===== src/rtl/insn_pkg.sv =====
// Shared ISA definitions: opcodes, request kinds and instruction field positions.
// Used by both the instruction decoder and the encoder/loader.
package insn_pkg;

    // Major opcodes in bits [31:27]
    localparam logic [4:0] OP_RTYPE = 5'b00000;
    localparam logic [4:0] OP_ADDI  = 5'b00101;
    localparam logic [4:0] OP_SW    = 5'b00111;
    localparam logic [4:0] OP_LW    = 5'b01000;

    // Field LSB positions
    localparam int unsigned OP_LSB    = 27;
    localparam int unsigned RD_LSB    = 22;
    localparam int unsigned RS_LSB    = 17;
    localparam int unsigned RT_LSB    = 12;
    localparam int unsigned SHAMT_LSB = 7;
    localparam int unsigned ALUOP_LSB = 2;
    localparam int unsigned IMM_LSB   = 0;

    // Request kinds; codes 5-7 are illegal
    typedef enum logic [2:0] {
        KindNop  = 3'd0,
        KindRAlu = 3'd1,
        KindAddi = 3'd2,
        KindSw   = 3'd3,
        KindLw   = 3'd4
    } req_kind_e;

endpackage


===== src/rtl/insn_enc_fifo.sv =====
// Parameterized synchronous FIFO (power-of-2 depth) buffering encoded words.
// Storage is not reset; the consumer masks head while empty.
module insn_enc_fifo #(
    parameter int unsigned DEPTH = 4,
    parameter int unsigned WIDTH = 32
) (
    input  logic             clock,
    input  logic             reset,
    input  logic             push,
    input  logic [WIDTH-1:0] wdata,
    input  logic             pop,
    output logic             full,
    output logic             empty,
    output logic [WIDTH-1:0] head
);

    localparam int unsigned AW = $clog2(DEPTH);

    logic [WIDTH-1:0] mem [DEPTH];
    logic [AW-1:0]    wr_ptr;
    logic [AW-1:0]    rd_ptr;
    logic [AW:0]      count;
    logic             do_push;
    logic             do_pop;

    // Full/empty status and guarded push/pop
    always_comb begin
        full    = (count == (AW+1)'(DEPTH));
        empty   = (count == '0);
        do_push = push && !full;
        do_pop  = pop && !empty;
        head    = mem[rd_ptr];
    end

    // Pointer and occupancy tracking; pointers wrap naturally at DEPTH
    always_ff @(posedge clock or posedge reset) begin
        if (reset) begin
            wr_ptr <= '0;
            rd_ptr <= '0;
            count  <= '0;
        end else begin
            if (do_push) wr_ptr <= wr_ptr + AW'(1);
            if (do_pop)  rd_ptr <= rd_ptr + AW'(1);
            if (do_push && !do_pop)      count <= count + (AW+1)'(1);
            else if (do_pop && !do_push) count <= count - (AW+1)'(1);
        end
    end

    // Word storage write
    always_ff @(posedge clock) begin
        if (do_push) mem[wr_ptr] <= wdata;
    end

endmodule


===== src/rtl/insn_encoder_loader.sv =====
// Packs field-level instruction requests into 32-bit ISA words, buffers them
// and drains them into instruction memory at sequential addresses.
// Optional: define INSN_ENC_CHECK_EN to drop illegal kinds (5-7) and pulse err;
// otherwise illegal kinds encode as NOP and err is tied low.
module insn_encoder_loader
    import insn_pkg::*;
#(
    parameter int unsigned DEPTH  = 4,
    parameter int unsigned ADDR_W = 12
) (
    input  logic              clock,
    input  logic              reset,
    input  logic              req_valid,
    output logic              req_ready,
    input  logic [2:0]        req_kind,
    input  logic [4:0]        req_rd,
    input  logic [4:0]        req_rs,
    input  logic [4:0]        req_rt,
    input  logic [4:0]        req_shamt,
    input  logic [4:0]        req_aluop,
    input  logic [16:0]       req_imm,
    input  logic              base_load,
    input  logic [ADDR_W-1:0] base_addr,
    output logic              imem_we,
    input  logic              imem_ready,
    output logic [ADDR_W-1:0] imem_addr,
    output logic [31:0]       imem_data,
    output logic              idle,
    output logic              err
);

    logic [31:0]       enc_word;
    logic              accept;
    logic              push;
    logic              pop;
    logic              full;
    logic              empty;
    logic [31:0]       head;
    logic [ADDR_W-1:0] addr_q;

    // Encode the current request into an ISA word
    always_comb begin
        enc_word = '0;
        unique case (req_kind)
            KindRAlu: begin
                enc_word[OP_LSB +: 5]    = OP_RTYPE;
                enc_word[RD_LSB +: 5]    = req_rd;
                enc_word[RS_LSB +: 5]    = req_rs;
                enc_word[RT_LSB +: 5]    = req_rt;
                enc_word[SHAMT_LSB +: 5] = req_shamt;
                enc_word[ALUOP_LSB +: 5] = req_aluop;
            end
            KindAddi, KindSw, KindLw: begin
                enc_word[OP_LSB +: 5]   = (req_kind == KindAddi) ? OP_ADDI :
                                          (req_kind == KindSw)   ? OP_SW   : OP_LW;
                enc_word[RD_LSB +: 5]   = req_rd;
                enc_word[RS_LSB +: 5]   = req_rs;
                enc_word[IMM_LSB +: 17] = req_imm;
            end
            default: enc_word = '0;  // NOP and illegal kinds
        endcase
    end

    // Handshake and drain control
    always_comb begin
        req_ready = !full;
        accept    = req_valid && !full;
        imem_we   = !empty;
        pop       = !empty && imem_ready;
        imem_addr = addr_q;
        imem_data = empty ? 32'h0 : head;
        idle      = empty;
    end

`ifdef INSN_ENC_CHECK_EN
    logic illegal;
    logic err_q;

    // Illegal kinds are consumed but not buffered
    always_comb begin
        illegal = (req_kind > 3'd4);
        push    = accept && !illegal;
        err     = err_q;
    end

    // One-cycle error pulse following an accepted illegal request
    always_ff @(posedge clock or posedge reset) begin
        if (reset) err_q <= 1'b0;
        else       err_q <= accept && illegal;
    end
`else
    // Every accepted request is buffered; illegal kinds already encode as NOP
    always_comb begin
        push = accept;
        err  = 1'b0;
    end
`endif

    // Write address counter; base_load wins over a same-cycle increment
    always_ff @(posedge clock or posedge reset) begin
        if (reset)          addr_q <= '0;
        else if (base_load) addr_q <= base_addr;
        else if (pop)       addr_q <= addr_q + ADDR_W'(1);
    end

    insn_enc_fifo #(
        .DEPTH (DEPTH),
        .WIDTH (32)
    ) u_fifo (
        .clock (clock),
        .reset (reset),
        .push  (push),
        .wdata (enc_word),
        .pop   (pop),
        .full  (full),
        .empty (empty),
        .head  (head)
    );

endmodule


===== config.mk =====
export PLATFORM = sky130hd
export DESIGN_NAME = insn_encoder_loader
export DESIGN_NICKNAME = d
export VERILOG_FILES = /design/src/rtl/insn_pkg.sv /design/src/rtl/insn_enc_fifo.sv /design/src/rtl/insn_encoder_loader.sv
export SDC_FILE = /design/constraint.sdc
export NUM_CORES = 1
export LEC_CHECK = 0
export BUFFER_PORTS_ARGS = -buffer_cell sky130_fd_sc_hd__buf_2
export CAP_MARGIN = 20
export CORE_ASPECT_RATIO = 1.1
export CORE_MARGIN = 2
export CORE_UTILIZATION = 50
export DETAILED_ROUTE_END_ITERATION = 12
export GPL_ROUTABILITY_DRIVEN = 1
export PLACE_DENSITY = 0.72
export SLEW_MARGIN = 20
export SYNTH_ARGS = -nofsm -noshare
export SYNTH_HDL_FRONTEND = slang
export SYNTH_SLANG_ARGS = --single-unit

===== constraint.sdc =====
create_clock -name clock -period 4.1 [get_ports clock]
set_input_delay 0.615 -clock clock [delete_from_list [all_inputs] [get_ports clock]]
set_output_delay 0.615 -clock clock [all_outputs]
set_load 0.005 [all_outputs]

==> out/summary.txt, run 1 <==
DRC viols -> 0
Layout Cells excl Fill -> 653
CP max-delay cell -> dfrtp_2
Ranking of synthesized cells by area -> edfxtp_1, mux4_2, dfrtp_1, and2_1, o21ai_0
IO Count -> 110
Crit-path max FO -> 24
Mean area per synthesized cell -> 16.1 sq um
CTS Hold Bufs -> 0
Peak supply drop -> 0.000345 V
Final Skew -> 0.0108 ns
Antenna Cells -> 0
Via Count -> 3487
HPWL after detailed placement -> 7.43 mm
Largest delay share family, worst path -> flip-flops
Routed len/inst -> 18.0 um
Worst endpoint data arrival time -> 2.38 ns
Final setup fails -> 0
Share of cells above drive strength 1 -> 36.5%
Initial antenna violation count -> 1
Outcome -> completed
Global-route usage over all layers -> 19.1%
Row cnt -> 42
Synth Register Bits -> 139
Nets -> 555
CTS tree -> built
Register area share after synthesis -> 67.2%
WL final -> 11.8 mm
Count of pins over their slew limit -> 0
Vias per std cell -> 5.34
Post-place setup slack -> 1.45 ns
Vias in the first global route -> 3487
Die W -> 109 um
Initial Utilization -> 50.9%
Largest net degree at the start of global routing -> 34
CP startpoint kind -> register
Cell taking the most area after synthesis -> edfxtp_1
Post-synth top flop -> edfxtp_1
Core area -> 11900 sq um
Clk_lat worst skew -> 0.41 ns
Synth warnings -> 0
Unrepaired setup endpoints after global routing -> no
Tmin final -> 2.99 ns
R2R depth -> 7
Die H -> 120 um
Final Hold Violating Endpoints -> 0
Critical Path, Cell by Cell -> buf_4 > mux4_2 > and2_1 > buf_2
Resized cells post-CTS -> 0
Post-Synthesis Cells -> 378
Crit end category -> output pin
Post-synth EDFFs -> 120
H-tree depth -> 4
Post-synth ARST share -> 13.7%
Yosys top cell area share -> 59.4%
Leak -> 2.79 nW
Most common cell in the netlist -> edfxtp_1
Hold slack -> 0.332 ns
FF-to-FF End -> u_fifo.count[2]
Worst reg2reg setup slack -> 1.88 ns
Fmax -> 0.334 GHz
Starting DRT DRC Count -> 211
R2r startpoint -> u_fifo.count[0]
Min-Delay Path Class -> in2async
Top cells by count, synth -> edfxtp_1, and2_1, mux4_2, nand2_1, o21ai_0
Max stage delay on crit path -> 0.89 ns
Root buf cell -> clkbuf_16
Placer Congestion -> 0.773
Worst Setup Slack, final -> 1.11 ns
Dpl cells -> 621
Crit share post-route -> 73.0%
Clock Path Buffers -> 2
CTS buffer count -> 17
First-pass GRT wire length -> 18.1 mm
DR pass1 iterations -> 4
Kind of critical path -> reg2out
Post-CTS setup repair buffer count -> 0
Pwr dens -> 701 nW/um^2
Netlist Area Pre-Place -> 6070 sq um
Worst path bufs/invs -> 2
Worst endpoint required time -> 3.48 ns
Clock slew at reported path FFs -> 0.06 ns
TritonCTS Sinks -> 139
Max-slew headroom -> 38.6%
PortBufs -> 107
Antenna Nets Post-Route -> 0
Slew @ Worst Pin -> 0.915 ns
Final Util -> 61.8%
Netlist cell types -> 36
Area growth syn-to-layout -> 21.5%
Number of max-cap violations -> 0
Die area -> 13000 sq um
Setup TNS -> 0 ns
GRT Residual Overflow -> 0
area by class of cell:
class | count | area, sq um
fillers | 891 | 4560
multi-input cells | 208 | 1820
clock buffers | 17 | 425
clock inverters | 15 | 251
inverters | 9 | 33.8
flip-flops and latches | 139 | 4080
well taps | 154 | 193
repair buffers | 111 | 566
metrics by stage:
| stage | cell area, sq um | power, W |
|---|---|---|
| 2_1_floorplan | 6070 | 0.00299 |
| 3_3_place_gp | 6700 | 0.00347 |
| 3_5_place_dp | 6700 | 0.00351 |
| 4_1_cts | 7370 | 0.00524 |
| 5_1_grt | 7370 | 0.00544 |
| 6_report | 7370 | 0.00517 |
placed cells by master, fill, tap and decap left out, types with 5 or more instances in the layout:
cell	Yosys	final
a22oi_1	15	15
and2_1	42	42
buf_2	8	107
bufinv_16	0	7
clkbuf_16	0	17
dfrtp_1	19	18
edfxtp_1	120	120
ha_1	6	6
inv_1	9	9
mux4_2	30	30
nand2_1	28	28
nand3_1	5	5
nor2_1	7	7
o21ai_0	24	24
xnor2_1	11	11
xor2_1	5	5
where the power goes:
group | switching [W] | internal [W] | leakage [nW]
combinational | 0.000612 | 0.000740 | 1.11
sequential | 0.000213 | 0.00187 | 1.35
clock | 0.000537 | 0.00119 | 0.325
total | 0.00136 | 0.00381 | 2.79
worst max-delay path by stage:
stage,from,endpoint,slack (ns),cells after the start
6_report,u_fifo.rd_ptr[0],imem_data[11],1.11,4
5_1_grt,u_fifo.rd_ptr[0],imem_data[14],0.89,4
4_1_cts,u_fifo.rd_ptr[0],imem_data[11],1.02,4
3_5_place_dp,u_fifo.rd_ptr[0],imem_data[11],1.45,4
2_1_floorplan,u_fifo.rd_ptr[0],imem_data[29],1.93,5
3_3_place_gp,u_fifo.rd_ptr[0],imem_data[11],1.46,4
layer usage:
metal / wire length (um) / GRT usage, % / vias to the layer above
met5: 17 / 0 / -
met4: 56 / 5.45 / 2
met3: 644 / 5.49 / 6
met2: 6210 / 32.3 / 104
met1: 4840 / 23.8 / 1725
li1: - / - / 1650
registers in the layout (all words and copies together), names as in the netlist:
name	flops
u_fifo.mem	120
imem_addr	12
u_fifo.count	3
u_fifo.rd_ptr	2
u_fifo.wr_ptr	2
cells by family after synthesis:
kind of cell | synth area share, %
fa+ha+maj | 1.57
simple gates | 9.28
mux | 11.9
flops | 67.2
buf+inv | 2.87
other cells | 0.0618
xor+xnor | 2.31
compound gates | 4.85
No activity file was read; power rests on OpenSTA's default activity.
==> inputs of run 2 (changes only) <==
--- a/config.mk
+++ b/config.mk
@@ -12,7 +12,7 @@
 export CORE_UTILIZATION = 50
 export DETAILED_ROUTE_END_ITERATION = 12
 export GPL_ROUTABILITY_DRIVEN = 1
-export PLACE_DENSITY = 0.72
+export PLACE_DENSITY = 0.75
 export SLEW_MARGIN = 20
 export SYNTH_ARGS = -nofsm -noshare
 export SYNTH_HDL_FRONTEND = slang
==> constraint.sdc (replaced) <==
create_clock -name clock -period 2.59 [get_ports clock]
set_input_delay 0.3885 -clock clock [delete_from_list [all_inputs] [get_ports clock]]
set_output_delay 0.3885 -clock clock [all_outputs]
set_load 0.005 [all_outputs]
==> out/summary.txt, run 2 (synthesis gave the netlist of run 1 again) <==
Outcome -> completed
HPWL after detailed placement -> 7.87 mm (+5.8%)
Switch Pwr -> 0.00225 W (+65%)
Number of max-cap violations -> 0 (unchanged)
Final Util -> 61.8% (about the same)
Worst reg2reg setup slack -> 0.35 ns (-1.53 ns)
R2R depth -> 9 (+2)
Clock slew at reported path FFs -> 0.06 ns (about the same)
Largest net degree at the start of global routing -> 34 (unchanged)
Initial antenna violation count -> 1 (unchanged)
Vias in the first global route -> 3678 (+5.5%)
Sw Share -> 28.2% (+1.9 points)
Clock Path Buffers -> 2 (unchanged)
CP max-delay cell -> mux4_2
Clock share of power -> 29.5% (-3.9 points)
Most common cell after layout, fill and taps aside -> edfxtp_1
Layout Cells excl Fill -> 662 (+1.4%)
First-pass GRT wire length -> 18.9 mm (+4.7%)
Internal power -> 0.00572 W (+50%)
WL final -> 12.2 mm (+3.3%)
Kind of critical path -> reg2out
Initial Utilization -> 50.9% (unchanged)
Min-Delay Path Class -> in2async
Final Skew -> 0.00888 ns (-0.00190 ns)
Worst Setup Slack, final -> 0.270 ns (-0.837 ns)
Clk_lat worst skew -> 0.41 ns (about the same)
H-tree depth -> 4 (unchanged)
Max stage delay on crit path -> 0.55 ns (-0.34 ns)
Count of pins over their slew limit -> 0 (unchanged)
Critical Path, Cell by Cell -> buf_12 > mux4_2 > and2_1 > buf_2
Setup TNS -> 0 ns (unchanged)
DRC viols -> 0 (unchanged)
Crit path depth -> 4 (unchanged)
Tmin final -> 2.32 ns
Root buf cell -> clkbuf_16
Crit end category -> output pin
Share of cells above drive strength 1 -> 37.0% (+0.53 points)
Dpl cells -> 630 (+1.4%)
Crit-path max FO -> 24 (unchanged)
Antenna Nets Post-Route -> 0 (unchanged)
Row cnt -> 42 (unchanged)
Leak -> 2.79 nW (+0.14%)
Fmax -> 0.431 GHz
Placer Congestion -> 0.741 (-4.2%)
Resized cells post-CTS -> 0 (unchanged)
IO Count -> 110 (unchanged)
Antenna Cells -> 0 (unchanged)
Pwr dens -> 1080 nW/um^2 (+54%)
Starting DRT DRC Count -> 221 (+4.7%)
PortBufs -> 107 (unchanged)
Die area -> 13000 sq um (unchanged)
CTS buffer count -> 17 (unchanged)
TritonCTS Sinks -> 139 (unchanged)
Routed len/inst -> 18.4 um (+1.9%)
Worst path bufs/invs -> 2 (unchanged)
Final setup fails -> 0 (unchanged)
Die H -> 120 um (unchanged)
Unrepaired setup endpoints after global routing -> no
Core area -> 11900 sq um (unchanged)
Worst endpoint required time -> 2.20 ns (-1.28 ns)
GRT Residual Overflow -> 0 (unchanged)
Nets -> 564 (+1.6%)
Largest delay share family, worst path -> multiplexers
Max-slew headroom -> 46.1% (+7.6 points)
Final instance area -> 7380 sq um (about the same)
Placed cell area -> 6790 sq um (+1.4%)
Via Count -> 3606 (+3.4%)
Max FFs per register -> 120 (unchanged)
Post-CTS setup repair buffer count -> 0 (unchanged)
Peak supply drop -> 0.000505 V (+47%)
Gate power share -> 30.9% (+4.7 points)
Vias per std cell -> 5.45 (+2.0%)
CTS Hold Bufs -> 0 (unchanged)
DR pass1 iterations -> 4 (unchanged)
CTS tree -> built
Flop pwr share -> 39.6% (-0.8 points)
CP startpoint kind -> register
Post-place setup slack -> 0.361 ns (-1.09 ns)
Crit share post-route -> 89.6%
Area growth syn-to-layout -> 21.5% (about the same)
Die W -> 109 um (unchanged)
Final Hold Violating Endpoints -> 0 (unchanged)
Global-route usage over all layers -> 19.9% (+0.85 points)
Top reg by flops -> u_fifo.mem
Slew @ Worst Pin -> 0.802 ns (-0.113 ns)
Most frequent cells in the layout -> edfxtp_1, buf_2, and2_1
Worst endpoint data arrival time -> 1.93 ns (-0.45 ns)
## run 2: cell types whose count changed in the layout (fill, tap and decap cells not counted)
cell and change:
clkinv_2 -2, buf_12 +2, or3_4 +1, or3_2 -1, clkinv_1 +2, clkinvlp_4 +1
clkbuf_1 +1, clkinv_4 +2, bufinv_16 -4, buf_4 +7
## run 2: worst paths after layout
check                                  from               end
max                        u_fifo.rd_ptr[0]     imem_data[27]
min                                   reset      imem_addr[5]
max reg2reg                 u_fifo.count[0]   u_fifo.count[2]
min reg2reg                u_fifo.wr_ptr[1]  u_fifo.wr_ptr[1]
max in group asynchronous             reset  u_fifo.rd_ptr[0]
min in group clock             base_addr[2]      imem_addr[2]
## run 2: power by group through the flow
| stage | clock (W) | combinational, W | sequential, W |
|---|---|---|---|
| after floorplan | 0 | 0.00159 | 0.00315 |
| after global placement | 0 | 0.00243 | 0.00316 |
| after detailed placement | 0 | 0.00248 | 0.00319 |
| after CTS | 0.00239 | 0.00251 | 0.00316 |
| after global routing | 0.00249 | 0.00270 | 0.00320 |
| final | 0.00235 | 0.00246 | 0.00316 |
## run 2: final cells by class
| cell class | count | area (sq um) |
|---|---|---|
| Clock buffer | 18 | 429 |
| Clock inverter | 14 | 154 |
| Fill cell | 838 | 4550 |
| Inverter | 9 | 33.8 |
| Multi-Input combinational cell | 208 | 1830 |
| Sequential cell | 139 | 4080 |
| Tap cell | 154 | 193 |
| Timing Repair Buffer | 120 | 658 |
## run 2: through the flow
step                hold slack, ns  power (W)
finish                       0.109    0.00797
global route                 0.165    0.00839
CTS                          0.122    0.00805
detailed placement           0.562    0.00567
global placement             0.548    0.00559
floorplan                    0.340    0.00473
## run 2: routing by layer
layer  up-vias  wire length (um)  part of all wire (%)  track usage [%]
met5         -                 0                     0                0
met4         0               121                   1.0             6.81
met3        10               724                   6.0             5.11
met2       127              6280                    52             33.8
met1      1798              5030                    41             24.7
li1       1671                 -                     -                -
==> inputs of run 3 (changes only) <==
--- a/config.mk
+++ b/config.mk
@@ -7,12 +7,12 @@
 export LEC_CHECK = 0
 export BUFFER_PORTS_ARGS = -buffer_cell sky130_fd_sc_hd__buf_2
 export CAP_MARGIN = 20
-export CORE_ASPECT_RATIO = 1.1
+export CORE_ASPECT_RATIO = 1.25
 export CORE_MARGIN = 2
 export CORE_UTILIZATION = 50
 export DETAILED_ROUTE_END_ITERATION = 12
 export GPL_ROUTABILITY_DRIVEN = 1
-export PLACE_DENSITY = 0.75
+export PLACE_DENSITY = 0.87
 export SLEW_MARGIN = 20
 export SYNTH_ARGS = -nofsm -noshare
 export SYNTH_HDL_FRONTEND = slang
==> out/summary.txt, run 3 (synthesis gave the netlist of run 1 again) <==
Outcome -> completed
R2R depth -> 9 (unchanged)
Initial antenna violation count -> 0 (-1)
Die area -> 13000 sq um (about the same)
Kind of critical path -> reg2out
Hold slack -> 0.0988 ns (-0.00981 ns)
Die H -> 127 um (+6.4%)
Crit share post-route -> 90.5% (+0.90 points)
GRT Residual Overflow -> 0 (unchanged)
Count of pins over their slew limit -> 0 (unchanged)
Setup TNS -> 0 ns (unchanged)
Crit end category -> output pin
Unrepaired setup endpoints after global routing -> no
Routed len/inst -> 18.5 um (+0.89%)
CTS buffer count -> 17 (unchanged)
Final Util -> 61.5% (-0.31 points)
Post-place setup slack -> 0.398 ns (+0.0376 ns)
Placer Congestion -> 0.753 (+1.6%)
DR pass1 iterations -> 5 (+1)
Tmin final -> 2.34 ns (+0.0233 ns)
Worst endpoint data arrival time -> 1.96 ns (+0.03 ns)
HPWL after detailed placement -> 8.55 mm (+8.7%)
Largest net degree at the start of global routing -> 34 (unchanged)
Final Hold Violating Endpoints -> 0 (unchanged)
Antenna Nets Post-Route -> 0 (unchanged)
Min-Delay Path Class -> in2async
Starting DRT DRC Count -> 180 (-19%)
Core area -> 12000 sq um (+0.54%)
Global-route usage over all layers -> 20.5% (+0.62 points)
WL final -> 12.5 mm (+3.0%)
Area growth syn-to-layout -> 21.6% (about the same)
Critical Path, Cell by Cell -> buf_4 > mux4_2 > and2_1 > buf_2
CP startpoint kind -> register
Overall power -> 0.00783 W (-1.8%)
CP max-delay cell -> mux4_2
Vias in the first global route -> 3854 (+4.8%)
Worst endpoint required time -> 2.20 ns (about the same)
Number of max-cap violations -> 0 (unchanged)
Peak supply drop -> 0.000569 V (+13%)
Max FFs per register -> 120 (unchanged)
Max stage delay on crit path -> 0.55 ns (about the same)
Clock slew at reported path FFs -> 0.06 ns (about the same)
PortBufs -> 107 (unchanged)
R2r startpoint -> u_fifo.count[0]
Initial Utilization -> 50.6% (-0.27 points)
Share of cells above drive strength 1 -> 38.3% (+1.3 points)
Worst reg2reg setup slack -> 0.36 ns (about the same)
Number of fill cells in the layout -> 886 (+5.7%)
Top reg by flops -> u_fifo.mem
Clk_lat worst skew -> 0.42 ns (about the same)
H-tree depth -> 4 (unchanged)
Slew @ Worst Pin -> 0.744 ns (-0.0583 ns)
Max-slew headroom -> 50.4% (+4.2 points)
Final setup fails -> 0 (unchanged)
Worst Setup Slack, final -> 0.246 ns (-0.0233 ns)
CTS tree -> built
Vias per std cell -> 5.51 (+1.1%)
Root buf cell -> clkbuf_16
Most frequent cells in the layout -> edfxtp_1, buf_2, and2_1
Pwr dens -> 1060 nW/um^2 (-1.9%)
Nets -> 568 (+0.71%)
Antenna Cells -> 0 (unchanged)
Die W -> 103 um (-6.0%)
Crit-path max FO -> 17 (-29%)
Most common cell after layout, fill and taps aside -> edfxtp_1
Register Area -> 4080 sq um (unchanged)
FF-to-FF End -> u_fifo.count[2]
Leak -> 2.80 nW (+0.41%)
Row cnt -> 45 (+7.1%)
Clock Path Buffers -> 2 (unchanged)
IO Count -> 110 (unchanged)
First-pass GRT wire length -> 19.4 mm (+2.3%)
Final Skew -> 0.00968 ns (+0.000796 ns)
Via Count -> 3724 (+3.3%)
Area of the multi-input gates -> 1830 sq um (unchanged)
DRC viols -> 0 (unchanged)
TritonCTS Sinks -> 139 (unchanged)
Fmax -> 0.427 GHz (-0.99%)
[run 3: cell count changes in the layout (fill, tap and decap cells not counted), sizes merged]
cell and change:
bufinv -2, inv +1, buf +4, clkinv -3
clkbuf +4
[run 3: per-stage QoR]
step,cell area (sq um),cells
floorplan,6070,379
global placement,6810,644
detailed placement,6810,644
CTS,7370,676
global route,7380,676
finish,7380,676
[run 3: power by group]
part | internal [W] | switching (W) | leakage [nW] | total [W]
Sequential | 0.00296 | 0.000196 | 1.35 | 0.00316
Combinational | 0.00124 | 0.00118 | 1.18 | 0.00242
Clock | 0.00139 | 0.000857 | 0.272 | 0.00225
Total | 0.00560 | 0.00223 | 2.80 | 0.00783
[run 3: how the worst max path moves through the flow]
| stage | cells past startpoint | slack, ns | to | start |
|---|---|---|---|---|
| 2_1_floorplan | 7 | 0.56 | u_fifo.count[2] | u_fifo.count[0] |
| 6_report | 4 | 0.25 | imem_data[29] | u_fifo.rd_ptr[0] |
| 5_1_grt | 4 | 0.15 | imem_data[28] | u_fifo.rd_ptr[0] |
| 3_3_place_gp | 9 | 0.53 | u_fifo.count[2] | u_fifo.count[0] |
| 3_5_place_dp | 9 | 0.40 | u_fifo.count[2] | u_fifo.count[0] |
| 4_1_cts | 3 | 0.05 | imem_data[27] | u_fifo.count[0] |
[run 3: worst max-delay path, delay by kind of cell, from the launching register on]
kind | cells | cell delay [ns]
buffers and inverters | 2 | 0.47
and+or+nand+nor | 1 | 0.18
DFF | 1 | 0.35
muxes | 1 | 0.55
[run 3: cell type report]
cell class / instances / area share [%]
clock buffer: 22 / 6.43
clock inverter: 10 / 1.27
inverter: 9 / 0.458
multi-input combinational: 208 / 24.8
sequential: 139 / 55.3
tap: 164 / 2.78
timing repair buffer: 124 / 8.99
[run 3: timing repair]
action	CTS	global route
endpoints found under the setup margin	0	2
hold buffers	0	0
gates resized for setup	0	1
buffers inserted	0	0
[run 3: per-layer routing]
layer	GRT usage, %	wire, um	vias up
li1	-	-	1683
met1	24.3	4700	1814
met2	34.6	6540	197
met3	6.35	992	30
met4	8.63	294	0
met5	0	0	-
